File: config.mk
export PLATFORM = sky130hd
export DESIGN_NAME = i_serdes_deser_param
export DESIGN_NICKNAME = d
export VERILOG_FILES = /design/src/rtl/i_serdes_pkg.sv /design/src/rtl/i_serdes_align_fsm.sv /design/src/rtl/i_serdes_deser_param.sv
export SDC_FILE = /design/constraint.sdc
export NUM_CORES = 1
export LEC_CHECK = 0
export CORE_AREA = 2 2 39 41
export CTS_CLUSTER_SIZE = 20
export DETAILED_ROUTE_END_ITERATION = 8
export DIE_AREA = 0 0 41 43
export PLACE_DENSITY = 0.75
export SYNTH_ARGS = -nofsm -noshare
export SYNTH_HDL_FRONTEND = slang
export SYNTH_HIERARCHICAL = 1
export SYNTH_SLANG_ARGS = --single-unit
File: constraint.sdc
create_clock -name CLK_IN -period 1.6 [get_ports CLK_IN]
set_clock_uncertainty 0.15 [all_clocks]
set_input_delay 0.4 -clock CLK_IN [delete_from_list [all_inputs] [get_ports CLK_IN]]
set_output_delay 0.4 -clock CLK_IN [all_outputs]
set_load 0.01 [all_outputs]
File: src/rtl/i_serdes_pkg.sv
// ============================================================================
// Module   : i_serdes_pkg
// Brief    : Shared types and limits for the parametrised I_SERDES deserializer.
// Revision : 1.0 - initial release
// ============================================================================
`default_nettype none

package i_serdes_pkg;

   localparam int WIDTH_MIN  = 3;
   localparam int WIDTH_MAX  = 10;
   localparam int LOCK_CNT_W = 4;

   typedef enum logic [1:0] {
      HUNT    = 2'd0,
      DISCARD = 2'd1,
      LOCKED  = 2'd2,
      ERROR   = 2'd3
   } align_state_t;

endpackage

`default_nettype wire

File: src/rtl/i_serdes_align_fsm.sv
// ============================================================================
// Module   : i_serdes_align_fsm
// Brief    : Training-pattern word aligner; requests one slip per mismatch.
// Revision : 1.0 - initial release
// ============================================================================
`default_nettype none

module i_serdes_align_fsm
   import i_serdes_pkg::*;
#(
   parameter int               WIDTH         = 4,
   parameter logic [WIDTH-1:0] TRAIN_PATTERN = 'h3,
   parameter int               LOCK_COUNT    = 4
) (
   input  logic             CLK_IN,
   input  logic             RX_RST,
   input  logic             active,
   input  logic             PLL_LOCK,
   input  logic [WIDTH-1:0] Q,
   input  logic             DATA_VALID,
   output logic             slip_req,
   output logic             ext_allow,
   output logic             ALIGN_LOCK,
   output logic             ALIGN_ERROR
);

   localparam int TRY_W = $clog2(WIDTH + 1);

   align_state_t          r_state, w_state_nxt;
   logic [LOCK_CNT_W-1:0] r_mcnt, w_mcnt_nxt;
   logic [TRY_W-1:0]      r_tries, w_tries_nxt;
   logic                  r_slip_pend, w_slip_pend_nxt;

   always_ff @(posedge CLK_IN or negedge RX_RST) begin
      if (!RX_RST) begin
         r_state     <= HUNT;
         r_mcnt      <= '0;
         r_tries     <= '0;
         r_slip_pend <= 1'b0;
      end else begin
         r_state     <= w_state_nxt;
         r_mcnt      <= w_mcnt_nxt;
         r_tries     <= w_tries_nxt;
         r_slip_pend <= w_slip_pend_nxt;
      end
   end

   always_comb begin
      w_state_nxt     = r_state;
      w_mcnt_nxt      = r_mcnt;
      w_tries_nxt     = r_tries;
      // a pending slip is consumed by the first active cycle that sees it
      w_slip_pend_nxt = r_slip_pend & ~active;
      if (!PLL_LOCK) begin
         w_state_nxt     = HUNT;
         w_mcnt_nxt      = '0;
         w_tries_nxt     = '0;
         w_slip_pend_nxt = 1'b0;
      end else if (DATA_VALID) begin
         case (r_state)
            HUNT: begin
               if (Q == TRAIN_PATTERN) begin
                  if (r_mcnt == LOCK_CNT_W'(LOCK_COUNT - 1))
                     w_state_nxt = LOCKED;
                  else
                     w_mcnt_nxt = r_mcnt + 1'b1;
               end else if (r_tries == TRY_W'(WIDTH)) begin
                  w_state_nxt = ERROR;
               end else begin
                  w_mcnt_nxt      = '0;
                  w_tries_nxt     = r_tries + 1'b1;
                  w_slip_pend_nxt = 1'b1;
                  w_state_nxt     = DISCARD;
               end
            end
            DISCARD: w_state_nxt = HUNT;
            default: w_state_nxt = r_state;
         endcase
      end
   end

   assign slip_req    = r_slip_pend;
   assign ext_allow   = (r_state == LOCKED) || (r_state == ERROR);
   assign ALIGN_LOCK  = (r_state == LOCKED);
   assign ALIGN_ERROR = (r_state == ERROR);

endmodule

`default_nettype wire

File: src/rtl/i_serdes_deser_param.sv
// ============================================================================
// Module   : i_serdes_deser_param
// Brief    : 1:WIDTH MSB-first deserializer with bitslip and gating; the
//            training aligner is built only when I_SERDES_AUTO_ALIGN_EN is set.
// Revision : 1.0 - initial release
// ============================================================================
`default_nettype none

module i_serdes_deser_param
   import i_serdes_pkg::*;
#(
   parameter int               WIDTH         = 4,
   parameter logic [WIDTH-1:0] TRAIN_PATTERN = 'h3,
   parameter int               LOCK_COUNT    = 4
) (
   input  logic                     CLK_IN,
   input  logic                     RX_RST,
   input  logic                     EN,
   input  logic                     PLL_LOCK,
   input  logic                     data_in,
   input  logic                     BITSLIP_ADJ,
   output logic [WIDTH-1:0]         Q,
   output logic                     DATA_VALID,
   output logic [$clog2(WIDTH)-1:0] SLIP_CNT,
   output logic                     ALIGN_LOCK,
   output logic                     ALIGN_ERROR
);

   localparam int CNT_W = $clog2(WIDTH);

   if (WIDTH < WIDTH_MIN || WIDTH > WIDTH_MAX) begin : g_width_check
      $error("i_serdes_deser_param: WIDTH out of range");
   end
   if (LOCK_COUNT < 1 || LOCK_COUNT >= (1 << LOCK_CNT_W)) begin : g_lock_check
      $error("i_serdes_deser_param: LOCK_COUNT out of range");
   end

   // only the low WIDTH-1 bits are kept; the newest bit comes straight from data_in
   logic [WIDTH-2:0] r_sr;
   logic [CNT_W-1:0] r_bcnt;
   logic [CNT_W-1:0] r_slip_cnt;
   logic [WIDTH-1:0] r_q;
   logic             r_valid;
   logic             r_bsl_d;
   logic             w_active;
   logic             w_edge;
   logic             w_slip;

   assign w_active = EN & PLL_LOCK;
   assign w_edge   = BITSLIP_ADJ & ~r_bsl_d;

`ifdef I_SERDES_AUTO_ALIGN_EN
   logic w_int_slip;
   logic w_ext_allow;

   i_serdes_align_fsm #(
      .WIDTH         (WIDTH),
      .TRAIN_PATTERN (TRAIN_PATTERN),
      .LOCK_COUNT    (LOCK_COUNT)
   ) u_align_fsm (
      .CLK_IN      (CLK_IN),
      .RX_RST      (RX_RST),
      .active      (w_active),
      .PLL_LOCK    (PLL_LOCK),
      .Q           (r_q),
      .DATA_VALID  (r_valid),
      .slip_req    (w_int_slip),
      .ext_allow   (w_ext_allow),
      .ALIGN_LOCK  (ALIGN_LOCK),
      .ALIGN_ERROR (ALIGN_ERROR)
   );

   assign w_slip = w_active & ((w_edge & w_ext_allow) | w_int_slip);
`else
   assign w_slip      = w_active & w_edge;
   assign ALIGN_LOCK  = 1'b0;
   assign ALIGN_ERROR = 1'b0;
`endif

   always_ff @(posedge CLK_IN or negedge RX_RST) begin
      if (!RX_RST) begin
         r_sr       <= '0;
         r_bcnt     <= '0;
         r_slip_cnt <= '0;
         r_q        <= '0;
         r_valid    <= 1'b0;
         r_bsl_d    <= 1'b0;
      end else begin
         r_bsl_d <= BITSLIP_ADJ;
         r_valid <= 1'b0;
         if (!PLL_LOCK) begin
            r_bcnt <= '0;
         end else if (EN) begin
            r_sr <= {r_sr[WIDTH-3:0], data_in};
            // a slip freezes the bit counter, pushing the boundary one bit later
            if (w_slip) begin
               if (r_slip_cnt == CNT_W'(WIDTH - 1))
                  r_slip_cnt <= '0;
               else
                  r_slip_cnt <= r_slip_cnt + 1'b1;
            end else if (r_bcnt == CNT_W'(WIDTH - 1)) begin
               r_q     <= {r_sr, data_in};
               r_valid <= 1'b1;
               r_bcnt  <= '0;
            end else begin
               r_bcnt <= r_bcnt + 1'b1;
            end
         end
      end
   end

   assign Q          = r_q;
   assign DATA_VALID = r_valid;
   assign SLIP_CNT   = r_slip_cnt;

endmodule

`default_nettype wire

==> reports/results.txt <==
RSZ-0062 raised after global routing: no
Largest net degree at the start of global routing: 14
XOR/XNOR Fraction of Synth Area: 0
Nets@finish: 69
Max-cap viol count: 0
Status: finished, final reports clean
Initial antenna violation count: 0
Compound-gate portion of the synthesized area: 0.0449
Die W: 41 um
# rows: 14
Worst-path fanout max: 4
Levels on crit path: 1
Cells after synthesis: 39
H-tree level count: 1
Sink Count: 13
Routability Congestion: 0.683
Port buffer count: 12
Drc violations: 0
Post-synth top area share: 0.584
Antenna Cells: 0
Int Pwr: 0.594 mW
CTS tree: yes
CP Cell Sequence: dlygate4sd2_1
Pre-CTS setup slack: -0.373 ns
Endpoint class of the critical path: output port
Leak: 0.388 nW
IO Pins: 15
Final HPWL DP: 710 um
Final TNS setup: 0 ns
Post-Synth Adder-Cell Area: 0.0449
Yosys top cell by area: dfrtp_1
Vias per Instance: 4.87
Fin. max-slew vios: 0
Root buffer cell: clkbuf_4
Routed WL per cell: 11.9 um
CP top delay family: flip-flops
Crit path time final: 1.52 ns
Syn avg cell area: 14.3 um^2
PD cells: 1070 mW/mm^2
Detailed Route WL: 907 um
Final WS setup: 0.0780 ns
Final worst-path cycle share: 0.951
Vias in the first global route: 358
Crit-path max cell delay: 0.41 ns
DR iter-0 viols: 5
Register bit total from synthesis: 13
Hold Buf Count CTS: 0
Net switching power: 0.219 mW
CP startpoint kind: flip-flop
Filler cells: 124
Core ar.: 0.00138 mm^2
Synth Area in Simple Gates: 0.103
GR Util All Layers: 0.132
Clock power frac: 0.247
Post-route ant nets: 0
Cell variety after synth: 16
Peak supply drop: 0.000719 V
Worst Hold Depth: 1
Hold Path Class: primary input to flip-flop
Routed vias: 370
Comb pwr share: 0.231
Die height: 43 um
Seq/Total Area, Yosys: 0.584
Final Setup Violations: 0
Layout area overhead: 36.0%
Final hold vios: 0
GR Overflow Total: 0
Core Util, Final: 0.547
Clk_lat worst skew: 0.28 ns
Drt pass-1 iters: 2
Critical path class: flip-flop to output port
Starting Density: 0.402
Number of buffers created by CTS: 3
WP data required: 1.05 ns
Final Power: 0.813 mW
Synth Cell Area: 557 um^2
Switching share of power: 0.270
Max Clk Rate: 0.657 GHz
Die ar.: 0.00176 mm^2
Clk slew on worst S/H paths: 0.07 ns
Global-route wire length before repair: 1.50 mm
CP Buf/Inv Count: 1
Cell area after layout: 757 um^2
Critical path's slowest cell: dfrtp_1
Largest family of logic cells by synthesized area: multiplexers
Critical Path AT: 0.97 ns
Register-to-Register Path Depth: 3
Top post-synthesis cells by area: dfrtp_1 58%, mux2_2 18%, ha_1 4.5%
Sequential share of power: 0.522
Clock tree buffer depth: 2
Post-synthesis mux area share: 0.182
Synth Warn #: 6
Post-Place Cell Area: 723 um^2
Share of post-route cells with drive strength above 1: 0.350
## layout by cell type (no fill, tap or decap)
master	synthesis	final
clkdlybuf4s50_1	0	2
nand3b_1	1	1
buf_4	2	6
or4_1	1	1
nand2_2	1	1
mux2_4	0	2
clkbuf_1	0	1
ha_1	2	2
nor2b_4	0	1
clkbuf_4	0	3
dfrtp_1	13	13
o21ai_0	2	2
dlygate4sd2_1	0	10
nand3_1	1	1
inv_1	1	1
mux2_2	9	7
conb_1	1	2
a21boi_0	1	1
nor3b_4	1	1
nor2_1	1	1
a21boi_1	1	1
## synthesized netlist by cell type
cell type / n
a21boi_0: 1
a21boi_1: 1
buf_4: 2
conb_1: 1
dfrtp_1: 13
ha_1: 2
inv_1: 1
mux2_2: 9
nand2_2: 1
nand3_1: 1
nand3b_1: 1
nor2_1: 1
nor2b_2: 1
nor3b_4: 1
o21ai_0: 2
or4_1: 1
## final cells by class
class / count / area (um^2) / area share
clock buffer: 4 / 26.3 / 0.0347
timing repair buffer: 18 / 153 / 0.202
sequential: 13 / 325 / 0.430
multi-input combinational: 24 / 229 / 0.302
tap: 16 / 20.0 / 0.0264
inverter: 1 / 3.75 / 0.00496
## repair_timing
action	CTS	global route
setup endpoints to repair	13	0
buffers inserted	1	0
resized for setup	13	0
## routing by layer
metal	wire length, um	global-route usage
met2	403	0.172
met3	59	0.0471
met4	14	0.0800
met5	0	0
met1	429	0.182
## power by group through the flow
stage | Combinational [mW] | Clock [mW] | Sequential [mW]
5_1_grt | 0.212 | 0.225 | 0.432
2_1_floorplan | 0.0874 | 0 | 0.441
3_3_place_gp | 0.206 | 0 | 0.430
6_report | 0.188 | 0.201 | 0.425
3_5_place_dp | 0.211 | 0 | 0.432
4_1_cts | 0.191 | 0.206 | 0.425
## sequential cells by signal, summed over array words and instances, names as in the netlist
name,flops
DATA_VALID,1
Q,4
SLIP_CNT,2
r_bcnt,2
r_bsl_d,1
r_sr,3
## cell families after synthesis
kind of cell               count (synthesis)
AOI/OAI and AO/OA                          4
adders and majority gates                  2
buffers and inverters                      3
DFF                                       13
muxes                                      9
other                                      1
and+or+nand+nor                            7
## stage by stage
| step | hold WS, ns | instances |
|---|---|---|
| 6_report | 0.234 | 76 |
| 3_3_place_gp | 0.338 | 71 |
| 3_5_place_dp | 0.346 | 71 |
| 2_1_floorplan | -0.0456 | 40 |
| 5_1_grt | 0.231 | 76 |
| 4_1_cts | 0.234 | 76 |
## worst paths after layout
path	from	endpoint	slack, ns
setup / recovery	SLIP_CNT[0]	SLIP_CNT[0]	0.08
hold / removal	BITSLIP_ADJ	r_bsl_d	0.23
setup reg to reg	r_bcnt[0]	Q[3]	0.11
hold reg to reg	Q[1]	Q[1]	0.36
max in group asynchronous	RX_RST	SLIP_CNT[1]	0.88
min in group asynchronous	RX_RST	DATA_VALID	0.26
No activity file was read; power rests on OpenSTA's default activity.
